==> src/rtl/seg_pkg.sv <==
// rtl/seg_pkg.sv - segment glyph constants and digit count for the display scanner
package seg_pkg;

  localparam int NDIG = 4;

  // Active-high {g,f,e,d,c,b,a}; dp is handled separately by the scanner
  localparam logic [6:0] SEG_0     = 7'h3F;
  localparam logic [6:0] SEG_1     = 7'h06;
  localparam logic [6:0] SEG_2     = 7'h5B;
  localparam logic [6:0] SEG_3     = 7'h4F;
  localparam logic [6:0] SEG_4     = 7'h66;
  localparam logic [6:0] SEG_5     = 7'h6D;
  localparam logic [6:0] SEG_6     = 7'h7D;
  localparam logic [6:0] SEG_7     = 7'h07;
  localparam logic [6:0] SEG_8     = 7'h7F;
  localparam logic [6:0] SEG_9     = 7'h6F;
  localparam logic [6:0] SEG_MINUS = 7'h40;
  localparam logic [6:0] SEG_E     = 7'h79;
  localparam logic [6:0] SEG_BLANK = 7'h00;

endpackage

==> src/rtl/seg_decode.sv <==
// rtl/seg_decode.sv - combinational BCD nibble to active-high 7-segment glyph
module seg_decode
  import seg_pkg::*;
(
  input  logic [3:0] i_nib,
  output logic [6:0] o_pat
);

  // Digits 0-9 map to their glyph; any non-BCD nibble shows E
  always_comb begin
    o_pat = SEG_E;
    case (i_nib)
      4'd0: o_pat = SEG_0;
      4'd1: o_pat = SEG_1;
      4'd2: o_pat = SEG_2;
      4'd3: o_pat = SEG_3;
      4'd4: o_pat = SEG_4;
      4'd5: o_pat = SEG_5;
      4'd6: o_pat = SEG_6;
      4'd7: o_pat = SEG_7;
      4'd8: o_pat = SEG_8;
      4'd9: o_pat = SEG_9;
      default: o_pat = SEG_E;
    endcase
  end

endmodule

==> src/rtl/seg_scan.sv <==
// rtl/seg_scan.sv - 4-digit multiplexed 7-segment scanner; SEG_LZB_EN enables leading-zero blanking and minus placement
module seg_scan
  import seg_pkg::*;
#(
  parameter int CLK_DIV     = 50000,
  parameter bit SEG_ACT_LOW = 1'b1,
  parameter bit AN_ACT_LOW  = 1'b1
) (
  input  logic        clk,
  input  logic        rst_n,
  input  logic [15:0] dec,
  input  logic        neg,
  input  logic        dec_vld,
  output logic [7:0]  seg,
  output logic [3:0]  an
);

  localparam int             CW      = $clog2(CLK_DIV);
  localparam logic [CW-1:0]  CNT_MAX = CW'(CLK_DIV - 1);
  localparam logic [7:0]     SEG_OFF = SEG_ACT_LOW ? 8'hFF : 8'h00;
  localparam logic [3:0]     AN_OFF  = AN_ACT_LOW  ? 4'hF  : 4'h0;

  logic [15:0]   r_val;
  logic          r_neg;
  logic [CW-1:0] r_cnt;
  logic [1:0]    r_idx;
  logic [7:0]    r_seg;
  logic [3:0]    r_an;

  logic [3:0]    w_nib;
  logic [6:0]    w_pat;
  logic [7:0]    w_seg_ah;
  logic [3:0]    w_an_ah;

  // Shadow copy of the value being displayed, refreshed only on the strobe
  always_ff @(posedge clk or negedge rst_n) begin
    if (!rst_n) begin
      r_val <= 16'h0000;
      r_neg <= 1'b0;
    end else if (dec_vld) begin
      r_val <= dec;
      r_neg <= neg;
    end
  end

  // Slot prescaler; the digit index steps on each wrap, 3 rolls straight to 0
  always_ff @(posedge clk or negedge rst_n) begin
    if (!rst_n) begin
      r_cnt <= '0;
      r_idx <= 2'd0;
    end else if (r_cnt == CNT_MAX) begin
      r_cnt <= '0;
      r_idx <= r_idx + 2'd1;
    end else begin
      r_cnt <= r_cnt + 1'b1;
    end
  end

  assign w_nib = r_val[4*r_idx +: 4];

  seg_decode u_decode (
    .i_nib (w_nib),
    .o_pat (w_pat)
  );

`ifdef SEG_LZB_EN
  logic [1:0] w_msd;

  // Most-significant non-zero nibble; an all-zero value still shows digit 0
  always_comb begin
    w_msd = 2'd0;
    for (int i = 1; i < NDIG; i++) begin
      if (r_val[4*i +: 4] != 4'd0) w_msd = 2'(i);
    end
  end

  // Blank above the MSD, minus in the first blank slot, dp on digit 3 if no slot is free
  always_comb begin
    w_seg_ah = {1'b0, w_pat};
    if (r_idx > w_msd) begin
      w_seg_ah = (r_neg && (r_idx == w_msd + 2'd1)) ? {1'b0, SEG_MINUS} : {1'b0, SEG_BLANK};
    end
    if (r_neg && (w_msd == 2'd3) && (r_idx == 2'd3)) w_seg_ah[7] = 1'b1;
  end
`else
  // Every digit shows its nibble; the sign is only the dp of digit 3
  always_comb begin
    w_seg_ah = {1'b0, w_pat};
    if (r_neg && (r_idx == 2'd3)) w_seg_ah[7] = 1'b1;
  end
`endif

  assign w_an_ah = 4'b0001 << r_idx;

  // Segment and anode registered together so they can never disagree on the pins
  always_ff @(posedge clk or negedge rst_n) begin
    if (!rst_n) begin
      r_seg <= SEG_OFF;
      r_an  <= AN_OFF;
    end else begin
      r_seg <= SEG_ACT_LOW ? ~w_seg_ah : w_seg_ah;
      r_an  <= AN_ACT_LOW  ? ~w_an_ah  : w_an_ah;
    end
  end

  assign seg = r_seg;
  assign an  = r_an;

endmodule
==> config.mk <==
export PLATFORM = sky130hd
export DESIGN_NAME = seg_scan
export DESIGN_NICKNAME = d
export VERILOG_FILES = /design/src/rtl/seg_pkg.sv /design/src/rtl/seg_decode.sv /design/src/rtl/seg_scan.sv
export SDC_FILE = /design/constraint.sdc
export NUM_CORES = 1
export LEC_CHECK = 0
export CAP_MARGIN = 10
export CORE_UTILIZATION = 48
export CTS_BUF_LIST = sky130_fd_sc_hd__clkbuf_4 sky130_fd_sc_hd__clkbuf_8 sky130_fd_sc_hd__clkbuf_16
export CTS_CLUSTER_DIAMETER = 40
export DETAILED_ROUTE_END_ITERATION = 8
export GPL_ROUTABILITY_DRIVEN = 0
export GPL_TIMING_DRIVEN = 0
export PLACE_DENSITY = 0.75
export SLEW_MARGIN = 20
export SYNTH_ARGS = -nofsm -noshare
export SYNTH_HDL_FRONTEND = slang
export SYNTH_SLANG_ARGS = --single-unit
==> constraint.sdc <==
create_clock -name clk -period 1.8 [get_ports clk]
set_clock_uncertainty 0.05 [all_clocks]
set_input_delay 0.45 -clock clk [delete_from_list [all_inputs] [get_ports clk]]
set_output_delay 0.45 -clock clk [all_outputs]
set_load 0.02 [all_outputs]
; ---- Yosys cells after proc, flatten, opt, wreduce, memory -nomap -nowiden
; Memories as Yosys holds them, arrays and structs flattened.
; Cells that the tools add are included.
[word_totals]
out_inout_bits = 12
in_bits = 20
mem_count = 1
mem_bits_rw = 0
latchBits = 0
reg_bits = 47
word_cells = 18
romBits = 112
[memory_table]
columns = name, words, word_bits, rd, rd_clocked_by_memory_dff, write_ports, line_no
row1 = (no name shown), 16, 7, 1, 0, 0, seg_decode.sv:12  ; case (i_nib)
[op_classes]
addsub = 2
n_eq_ne = 2
magnitude_cmp = 0
n_mux = 2
n_mul = 0
bitwise_logic = 2
reduce_logical = 1
div = 0
n_shift = 2
[op_table]
columns = cell, n
row1 = $add A16 B1 Y16 const B, 1
row2 = $eq A16 B16 Y1 const B, 1
row3 = $mux W16, 1
row4 = $shiftx A16 B5 Y4, 1
row5 = $not A8 Y8, 1
row6 = $not A4 Y4, 1
row7 = $shl A1 B2 Y4 const A, 1
row8 = $add A2 B1 Y2 const B, 1
row9 = $eq A2 B2 Y1 const B, 1
row10 = $logic_and A1 B1 Y1, 1
row11 = $mux W1, 1

; ---- Logic depth before layout (Yosys ltp)
; Gate-level depths: netlist of the first run.
[logic_depth]
depth_word = 4
mapped_depth = 7
mapped_depth_nobuf = 5

; ---- Hierarchy
; A second synthesis of the first run with hierarchy kept.
[unflattened]
hier_cells = 172
area_unflattened_um2 = 2150.8
[by_module_without_submodules]
columns = mod, area_per_inst_um2, cells_each, seq_area_each_um2, n_inst
row1 = seg_scan, 1960.6, 146, 1191.1, 1
row2 = seg_decode, 190.2, 26, 0.0, 1

; ---- Worst setup path before layout of the first run
; Ideal clock, no wire load.
[synth_timing]
path_kind = register -> register
startpoint = register r_idx[0]
endpoint = register r_seg[3], in the netlist seg[3]
setup_slack_ps = -34
period_less_slack_ps = 1834
setup_ps = 73
path_stages_with_launch = 7
t_required_ps = 1677
arrival_ps = 1710
n_path_buf = 1
cell_sequence = dfrtp_1 > clkbuf_2 > mux4_2 > inv_1 > ha_1 > nand2b_1 > a21oi_1
[synth_via]
elab_chain_cells = 3
[synth_lines]
columns = element, line_no
row1 = start: declaration, seg_scan.sv:26  ; logic [1:0] r_idx;
row2 = start signal: assignment, seg_scan.sv:53  ; r_idx <= r_idx + 2'd1;
row3 = $shiftx A16 B5 Y4, seg_scan.sv:59  ; assign w_nib = r_val[4*r_idx +: 4];
row4 = $mem_v2 Z16 W7, n/a
row5 = $not A8 Y8, seg_scan.sv:101  ; r_seg <= SEG_ACT_LOW ? ~w_seg_ah : w_seg_ah;
row6 = end signal: assignment, seg_scan.sv:101
row7 = end: declaration, seg_scan.sv:27  ; logic [7:0] r_seg;
; Every way passes these cells.
; A chain may end at the register's enable or synchronous reset.

; ---- Worst setup path in the final report of the first run
; Same ends and word-level chain as after synthesis.

==> impl_table.tex, run 1 <==
\begin{tabular}{lr}
\hline
Metric & Value \\
\hline
\multicolumn{2}{l}{\textbf{Critical path}} \\
\quad Critical Path Start Type & register \\
\quad Crit path required time & 1.97 ns \\
\quad Path type of the worst setup path & reg2reg \\
\quad Arrival time of data at the critical path endpoint & 1.96 ns \\
\quad Largest driver fanout on the critical path & 5 \\
\quad Worst setup EP type & register \\
\multicolumn{2}{l}{\textbf{CTS}} \\
\quad Number of buffers inserted during clock tree synthesis & 5 \\
\quad H-Tree Depth & 2 \\
\quad Clk pin slew, worst setup/hold paths & 0.08 ns \\
\quad Hold buffer count at cts & 0 \\
\quad Worst-case clock buffer depth & 2 \\
\quad Clock latency at the later pin of the worst-skew pair & 0.29 ns \\
\quad Total clock sinks & 47 \\
\quad Root cell of the clock tree & sky130\_fd\_sc\_hd\_\_clkbuf\_8 \\
\quad Clock tree from TritonCTS & yes \\
\multicolumn{2}{l}{\textbf{Run}} \\
\quad Maximum capacitance violations & 0 \\
\multicolumn{2}{l}{\textbf{Detailed routing}} \\
\quad Routed wire length per instance & 14.6 µm \\
\quad Number of design rule violations left after detail routing & 0 \\
\quad Vias per inst & 5.27 \\
\quad Count of TritonRoute iterations in the first routing pass & 4 \\
\quad Post-detailed-route count of antenna-violating nets & 0 \\
\quad Iteration-0 DRC Markers & 52 \\
\quad DR vias & 1354 \\
\quad Final wirelength & 3750 µm \\
\multicolumn{2}{l}{\textbf{Timing}} \\
\quad Achievable Freq & 561 MHz \\
\quad Setup\_tns & 0 ns \\
\quad Final count of negative-setup-slack endpoints & 0 \\
\quad Count of final max-slew check failures & 0 \\
\quad Final worst path period share & 99.0\% \\
\quad Slew at the pin closest to its max-slew limit & 0.517 ns \\
\quad Setup repair after global routing missed its margin & true \\
\quad Final-layout worst hold slack & 0.0778 ns \\
\quad Shortest period the worst path allows & 1.78 ns \\
\quad Final hold violations & 0 \\
\quad Relative max-transition margin & 65.5\% \\
\quad Post-layout worst setup margin & 0.0175 ns \\
\multicolumn{2}{l}{\textbf{Global routing}} \\
\quad Pin count of the biggest net entering global routing & 27 \\
\quad Vias in the first global route & 1309 \\
\quad Antenna violations before repair & 0 \\
\quad Global Route Usage Sum & 18.0\% \\
\quad First-pass GRT wire length & 6020 µm \\
\quad Gr ovfl total & 0 \\
\multicolumn{2}{l}{\textbf{Logic synthesis}} \\
\quad Net count after synthesis & 193 \\
\quad Sequential-to-total area share from yosys stat & 56.9\% \\
\quad Post-synth cell types & 30 \\
\quad Total standard cell area after synthesis & 2090 µm² \\
\quad Post-synth EDFFs & 0 \\
\quad Proportion of register bits with asynchronous set or reset after synthesis & 100\% \\
\quad Syn Area/Cell & 12.8 µm² \\
\quad Dominant synthesized flop cell & sky130\_fd\_sc\_hd\_\_dfrtp\_1 \\
\quad Total of flip-flops plus latches after synthesis & 47 \\
\quad Count of warnings emitted by yosys & 0 \\
\quad Syn Inst Count & 163 \\
\multicolumn{2}{l}{\textbf{Pwr}} \\
\quad Power per Cell Area & 796 nW/µm² \\
\quad Peak supply drop & 654 µV \\
\quad Cell leakage power & 1.16 nW \\
\multicolumn{2}{l}{\textbf{Run status}} \\
\quad Outcome & finished, final reports clean \\
\multicolumn{2}{l}{\textbf{Placed design}} \\
\quad Post-DP HPWL & 2670 µm \\
\quad DP Worst Slack & -0.119 ns \\
\quad IO Port Bufs & 30 \\
\multicolumn{2}{l}{\textbf{Floorplan}} \\
\quad Horiz. Die Dim & 68.0 µm \\
\quad Initial core utilization & 51.2\% \\
\quad Core outline area & 4090 µm² \\
\quad Die height & 68.0 µm \\
\quad Die area & 4630 µm² \\
\quad Num rows & 23 \\
\quad Top-level I/O count & 32 \\
\multicolumn{2}{l}{\textbf{Worst hold path}} \\
\quad Hold Crit Class & in2async \\
\multicolumn{2}{l}{\textbf{Finish}} \\
\quad Final net count & 236 \\
\quad Antenna diode count & 0 \\
\quad P\&R area growth vs syn & 26.4\% \\
\quad Proportion of layout cells with a drive suffix above 1 & 30.0\% \\
\quad Final-layout fill cell count & 295 \\
\hline
\end{tabular}
-- power by group --
group | switching (W) | total [W] | internal, W | leakage [nW]
Combinational | 0.000128 | 0.000264 | 0.000136 | 0.545
Clock | 0.000319 | 0.000685 | 0.000366 | 0.0549
Sequential | 0.0000250 | 0.00116 | 0.00113 | 0.561
Total | 0.000473 | 0.00211 | 0.00163 | 1.16
-- cell type report --
| class | instances | area (µm²) | area share, % |
|---|---|---|---|
| plain buffers | 5 | 33.8 | 1.28 |
| clock buffers | 8 | 104 | 3.93 |
| inverters | 11 | 41.3 | 1.56 |
| multi-input cells | 100 | 867 | 32.8 |
| flip-flops and latches | 47 | 1190 | 45.0 |
| well taps | 50 | 62.6 | 2.37 |
| repair buffers | 36 | 345 | 13.1 |
-- metal layers --
metal | track usage (%) | routed length [µm] | up-vias
met3 | 3.00 | 117 | 8
met5 | 0 | 0 | -
met2 | 29.9 | 1960 | 32
met4 | 8.85 | 78 | 0
met1 | 22.7 | 1590 | 676
li1 | - | - | 638
-- state kept, by name (all words and copies together), names as in the netlist --
| name | count |
|---|---|
| r_idx | 2 |
| an | 4 |
| r_val | 16 |
| seg | 8 |
| r_cnt | 16 |
| r_neg | 1 |
-- worst max-delay path, cell delays in order (launching register included) --
cell	delay, ns
sky130_fd_sc_hd__dfrtp_1	0.39
sky130_fd_sc_hd__buf_8	0.13
sky130_fd_sc_hd__mux4_2	0.57
sky130_fd_sc_hd__inv_2	0.13
sky130_fd_sc_hd__ha_4	0.21
sky130_fd_sc_hd__nand2b_4	0.13
sky130_fd_sc_hd__a21oi_2	0.12
-- cells by family (layout without fill, tap and decap cells) --
logic type / count (synthesis) / count (layout) / synth area share [%]
buf+inv: 16 / 60 / 3.11
mux: 21 / 21 / 13.4
compound gates: 12 / 12 / 3.35
fa+ha+maj: 10 / 10 / 5.98
flops: 47 / 47 / 56.9
simple gates: 45 / 45 / 12.2
xor+xnor: 12 / 12 / 5.02
-- cell usage after synthesis (4+ instances only) --
cell type	n	area (µm²)
sky130_fd_sc_hd__nor2_1	9	33.8
sky130_fd_sc_hd__mux4_2	4	90.1
sky130_fd_sc_hd__a21oi_1	4	20.0
sky130_fd_sc_hd__nand2_1	13	48.8
sky130_fd_sc_hd__o21ai_0	4	20.0
sky130_fd_sc_hd__dfrtp_1	35	876
sky130_fd_sc_hd__xnor2_1	6	52.6
sky130_fd_sc_hd__xor2_1	6	52.6
sky130_fd_sc_hd__inv_1	11	41.3
sky130_fd_sc_hd__dfstp_2	12	315
sky130_fd_sc_hd__mux2_2	17	191
sky130_fd_sc_hd__ha_1	10	125
sky130_fd_sc_hd__nand3_1	5	25.0
-- placed cells by master (no fill, tap or decap), types with 2 or more instances in the layout --
cell	count
sky130_fd_sc_hd__a21oi_1	3
sky130_fd_sc_hd__and3_1	2
sky130_fd_sc_hd__and4_4	2
sky130_fd_sc_hd__buf_2	4
sky130_fd_sc_hd__buf_4	5
sky130_fd_sc_hd__clkbuf_8	7
sky130_fd_sc_hd__clkdlybuf4s50_1	17
sky130_fd_sc_hd__dfrtp_1	35
sky130_fd_sc_hd__dfstp_2	12
sky130_fd_sc_hd__dlygate4sd2_1	12
sky130_fd_sc_hd__ha_1	8
sky130_fd_sc_hd__inv_1	9
sky130_fd_sc_hd__inv_2	2
sky130_fd_sc_hd__mux2_2	17
sky130_fd_sc_hd__mux4_2	4
sky130_fd_sc_hd__nand2_1	13
sky130_fd_sc_hd__nand3_1	5
sky130_fd_sc_hd__nand4_1	2
sky130_fd_sc_hd__nor2_1	9
sky130_fd_sc_hd__nor2b_1	2
sky130_fd_sc_hd__nor4bb_1	2
sky130_fd_sc_hd__o21ai_0	4
sky130_fd_sc_hd__o31ai_1	2
sky130_fd_sc_hd__or4_1	2
sky130_fd_sc_hd__xnor2_1	6
sky130_fd_sc_hd__xor2_1	6
-- per-stage QoR --
stage	util [%]	total power (W)	area, µm²	cells
final	64.7	0.00211	2650	257
after global placement	60.2	0.00142	2460	243
after detailed placement	60.7	0.00144	2480	244
after global routing	64.7	0.00220	2650	257
after CTS	63.7	0.00211	2600	254
after floorplan	-	0.00131	2100	163
-- path summary, 6_finish.rpt --
check / slack, ns / to / startpoint / cells after the start
setup / recovery: 0.02 / seg[3] / r_idx[0] / 6
hold / removal: 0.08 / r_cnt[13] / rst_n / 1
setup reg to reg: 0.02 / seg[3] / r_idx[0] / 6
hold reg to reg: 0.36 / seg[7] / r_neg / 1
max in group asynchronous: 1.05 / seg[7] / rst_n / 2
min in group clk: 0.36 / seg[7] / r_neg / 1
-- timing repair --
item / 4_1_cts / 5_1_grt
buffers inserted: 2 / 3
pin swaps: 2 / 1
gates resized for setup: 15 / 5
gates cloned: 0 / 0
endpoints found under the setup margin: 16 / 5
(Power assumes the default switching activity.)
==> run 2: changes to the inputs <==
--- a/config.mk
+++ b/config.mk
@@ -6,13 +6,15 @@
 export NUM_CORES = 1
 export LEC_CHECK = 0
 export CAP_MARGIN = 10
-export CORE_UTILIZATION = 48
+export CORE_UTILIZATION = 50
 export CTS_BUF_LIST = sky130_fd_sc_hd__clkbuf_4 sky130_fd_sc_hd__clkbuf_8 sky130_fd_sc_hd__clkbuf_16
 export CTS_CLUSTER_DIAMETER = 40
 export DETAILED_ROUTE_END_ITERATION = 8
+export DONT_BUFFER_PORTS = 1
 export GPL_ROUTABILITY_DRIVEN = 0
 export GPL_TIMING_DRIVEN = 0
-export PLACE_DENSITY = 0.75
+export HOLD_SLACK_MARGIN = 0.06
+export PLACE_DENSITY = 0.68
 export SLEW_MARGIN = 20
 export SYNTH_ARGS = -nofsm -noshare
 export SYNTH_HDL_FRONTEND = slang
==> run 2 against run 1 <==
Effect of this change:
- via count decreased by 4.4%
- sequential share of layout area increased by 3.5 points
- critical path type unchanged
- clock power increased by 15%
- hold slack improved by 0.17 ns
- die area decreased by 3.9%
- sequential cell count unchanged
- first-iteration DRC count decreased by 1.9%
- critical path depth unchanged
- cell count decreased by 11%
- combinational power decreased by 20%
==> impl_table.tex, run 2 (same netlist as run 1, synthesis figures left out) <==
\begin{tabular}{lr}
\hline
Metric & Value \\
\hline
\multicolumn{2}{l}{\textbf{Run status}} \\
\quad Outcome & finished, final reports clean \\
\multicolumn{2}{l}{\textbf{Global routing}} \\
\quad Pin count of the biggest net entering global routing & 48 \\
\quad First-pass GRT wire length & 6130 µm \\
\quad Gr ovfl total & 0 \\
\quad Global Route Usage Sum & 19.2\% \\
\quad Antenna violations before repair & 0 \\
\quad Vias in the first global route & 1336 \\
\multicolumn{2}{l}{\textbf{Timing}} \\
\quad Relative max-transition margin & 75.5\% \\
\quad Achievable Freq & 563 MHz \\
\quad Final worst path period share & 98.7\% \\
\quad Count of final max-slew check failures & 0 \\
\quad Setup\_tns & 0 ns \\
\quad Slew at the pin closest to its max-slew limit & 0.368 ns \\
\quad Final count of negative-setup-slack endpoints & 0 \\
\quad Final-layout worst hold slack & 0.248 ns \\
\quad Setup repair after global routing missed its margin & true \\
\quad Final hold violations & 0 \\
\quad Shortest period the worst path allows & 1.78 ns \\
\multicolumn{2}{l}{\textbf{Pwr}} \\
\quad Net Sw Power & 0.000503 W \\
\quad Power per Cell Area & 893 nW/µm² \\
\quad Switching power as a share of total power & 22.9\% \\
\quad Peak supply drop & 681 µV \\
\quad Internal power consumption & 0.00169 W \\
\quad Seq pwr share & 54.3\% \\
\quad Logic pwr share & 9.7\% \\
\quad Part of the total power dissipated in the clock network & 36.0\% \\
\quad Cell leakage power & 1.05 nW \\
\multicolumn{2}{l}{\textbf{Floorplan}} \\
\quad Num rows & 23 \\
\quad Die height & 66.7 µm \\
\quad Core outline area & 4000 µm² \\
\quad Horiz. Die Dim & 66.7 µm \\
\quad Die area & 4450 µm² \\
\quad Initial core utilization & 52.3\% \\
\quad Top-level I/O count & 32 \\
\multicolumn{2}{l}{\textbf{Run}} \\
\quad Maximum capacitance violations & 0 \\
\multicolumn{2}{l}{\textbf{Finish}} \\
\quad Proportion of layout cells with a drive suffix above 1 & 37.4\% \\
\quad Leading cell type in the layout, fill and taps excluded & sky130\_fd\_sc\_hd\_\_dfrtp\_1 \\
\quad Final core occ & 61.4\% \\
\quad Antenna diode count & 0 \\
\quad Final net count & 208 \\
\quad Most frequent cells in the layout & 35 x sky130\_fd\_sc\_hd\_\_dfrtp\_1, 17 x sky130\_fd\_sc\_hd\_\_mux2\_2, 12 x sky130\_fd\_sc\_hd\_\_nand2\_1, 12 x sky130\_fd\_sc\_hd\_\_dfstp\_2 \\
\quad Final non-filler cell total & 229 \\
\quad Final design instance area without fill & 2450 µm² \\
\quad Final-layout fill cell count & 304 \\
\quad P\&R area growth vs syn & 17.3\% \\
\multicolumn{2}{l}{\textbf{Critical path}} \\
\quad Path type of the worst setup path & reg2reg \\
\quad Cell family with most CP delay & multiplexers \\
\quad Cell with the largest stage delay on the worst path & sky130\_fd\_sc\_hd\_\_mux4\_2 \\
\quad Arrival time of data at the critical path endpoint & 1.95 ns \\
\quad Critical path buffer and inverter count & 2 \\
\quad Largest driver fanout on the critical path & 5 \\
\quad Crit path required time & 1.97 ns \\
\quad Critical Path Start Type & register \\
\quad Delay of the slowest cell on the worst path & 0.57 ns \\
\quad Cells traversed along the worst timing path & buf\_8, mux4\_2, inv\_4, ha\_1, nor2b\_1, o31ai\_2 \\
\quad Worst setup EP type & register \\
\multicolumn{2}{l}{\textbf{Detailed routing}} \\
\quad Iteration-0 DRC Markers & 51 \\
\quad Count of TritonRoute iterations in the first routing pass & 4 \\
\quad DR vias & 1294 \\
\quad Number of design rule violations left after detail routing & 0 \\
\quad Vias per inst & 5.65 \\
\quad Final wirelength & 3820 µm \\
\quad Post-detailed-route count of antenna-violating nets & 0 \\
\quad Routed wire length per instance & 16.7 µm \\
\multicolumn{2}{l}{\textbf{CTS}} \\
\quad Clk pin slew, worst setup/hold paths & 0.08 ns \\
\quad Total clock sinks & 47 \\
\quad H-Tree Depth & 2 \\
\quad Clock tree from TritonCTS & yes \\
\quad Root cell of the clock tree & sky130\_fd\_sc\_hd\_\_clkbuf\_8 \\
\quad Clock latency at the later pin of the worst-skew pair & 0.30 ns \\
\quad Number of buffers inserted during clock tree synthesis & 5 \\
\quad Worst-case clock buffer depth & 2 \\
\multicolumn{2}{l}{\textbf{Placed design}} \\
\quad Post-Place Cell Area & 2160 µm² \\
\quad Placed cells & 213 \\
\quad IO Port Bufs & 0 \\
\quad Post-DP HPWL & 2550 µm \\
\multicolumn{2}{l}{\textbf{Worst hold path}} \\
\quad Hold Crit Class & in2reg \\
\hline
\end{tabular}
==> run 2: cell types whose count changed in the layout (fill, tap and decap cells not counted), moves of 2 or more <==
cell / before / now
sky130_fd_sc_hd__inv_4: 0 / 2
sky130_fd_sc_hd__dlygate4sd2_1: 12 / 0
sky130_fd_sc_hd__buf_2: 4 / 2
sky130_fd_sc_hd__clkdlybuf4s50_1: 17 / 0
sky130_fd_sc_hd__buf_6: 0 / 2
sky130_fd_sc_hd__inv_2: 2 / 0
sky130_fd_sc_hd__ha_1: 8 / 6
sky130_fd_sc_hd__ha_4: 1 / 3
==> run 2: layer usage <==
| layer | routed length, µm | vias up | track usage [%] |
|---|---|---|---|
| li1 | - | 586 | - |
| met1 | 1540 | 644 | 23.8 |
| met2 | 1930 | 54 | 29.5 |
| met3 | 255 | 10 | 6.16 |
| met4 | 93 | 0 | 10.9 |
| met5 | 0 | - | 0 |
==> run 2: final timing paths <==
| kind | start | end | slack (ns) | depth (start not counted) |
|---|---|---|---|---|
| max | r_idx[0] | seg[4] | 0.02 | 6 |
| min | dec[8] | r_val[8] | 0.25 | 1 |
| max reg2reg | r_idx[0] | seg[4] | 0.02 | 6 |
| min reg2reg | r_neg | seg[7] | 0.39 | 1 |
| max in group asynchronous | rst_n | an[1] | 0.82 | 2 |
| min in group asynchronous | rst_n | r_cnt[4] | 0.62 | 2 |
==> run 2: power groups by stage <==
stage	Sequential (W)	Clock (W)	Combinational, W
finish	0.00119	0.000790	0.000212
global route	0.00120	0.000846	0.000231
CTS	0.00119	0.000800	0.000176
detailed placement	0.00121	0	0.000128
global placement	0.00121	0	0.000118
floorplan	0.00120	0	0.000105
==> run 2: timing repair <==
| action | in CTS | in global routing |
|---|---|---|
| buffers inserted | 5 | 2 |
| pin swaps | 3 | 6 |
| endpoints found under the setup margin | 7 | 6 |
| resized for setup | 3 | 17 |
| endpoints found under the hold margin | 47 | 0 |
| hold buffers | 2 | 0 |
==> run 2: area by class of cell <==
class / count / area [µm²] / share of cell area [%]
multi-input combinational: 100 / 911 / 37.1
clock buffer: 6 / 82.6 / 3.36
buffer: 4 / 28.8 / 1.17
timing repair buffer: 9 / 97.6 / 3.98
clock inverter: 2 / 35.0 / 1.43
sequential: 47 / 1190 / 48.5
inverter: 11 / 46.3 / 1.89
tap: 50 / 62.6 / 2.55
==> run 2: through the flow <==
| stage | worst slack (ns) | power (W) |
|---|---|---|
| finish | 0.0240 | 0.00219 |
| global route | -0.0771 | 0.00228 |
| CTS | 0.00781 | 0.00217 |
| detailed placement | -0.146 | 0.00134 |
| global placement | -0.0752 | 0.00133 |
| floorplan | 0.0142 | 0.00131 |
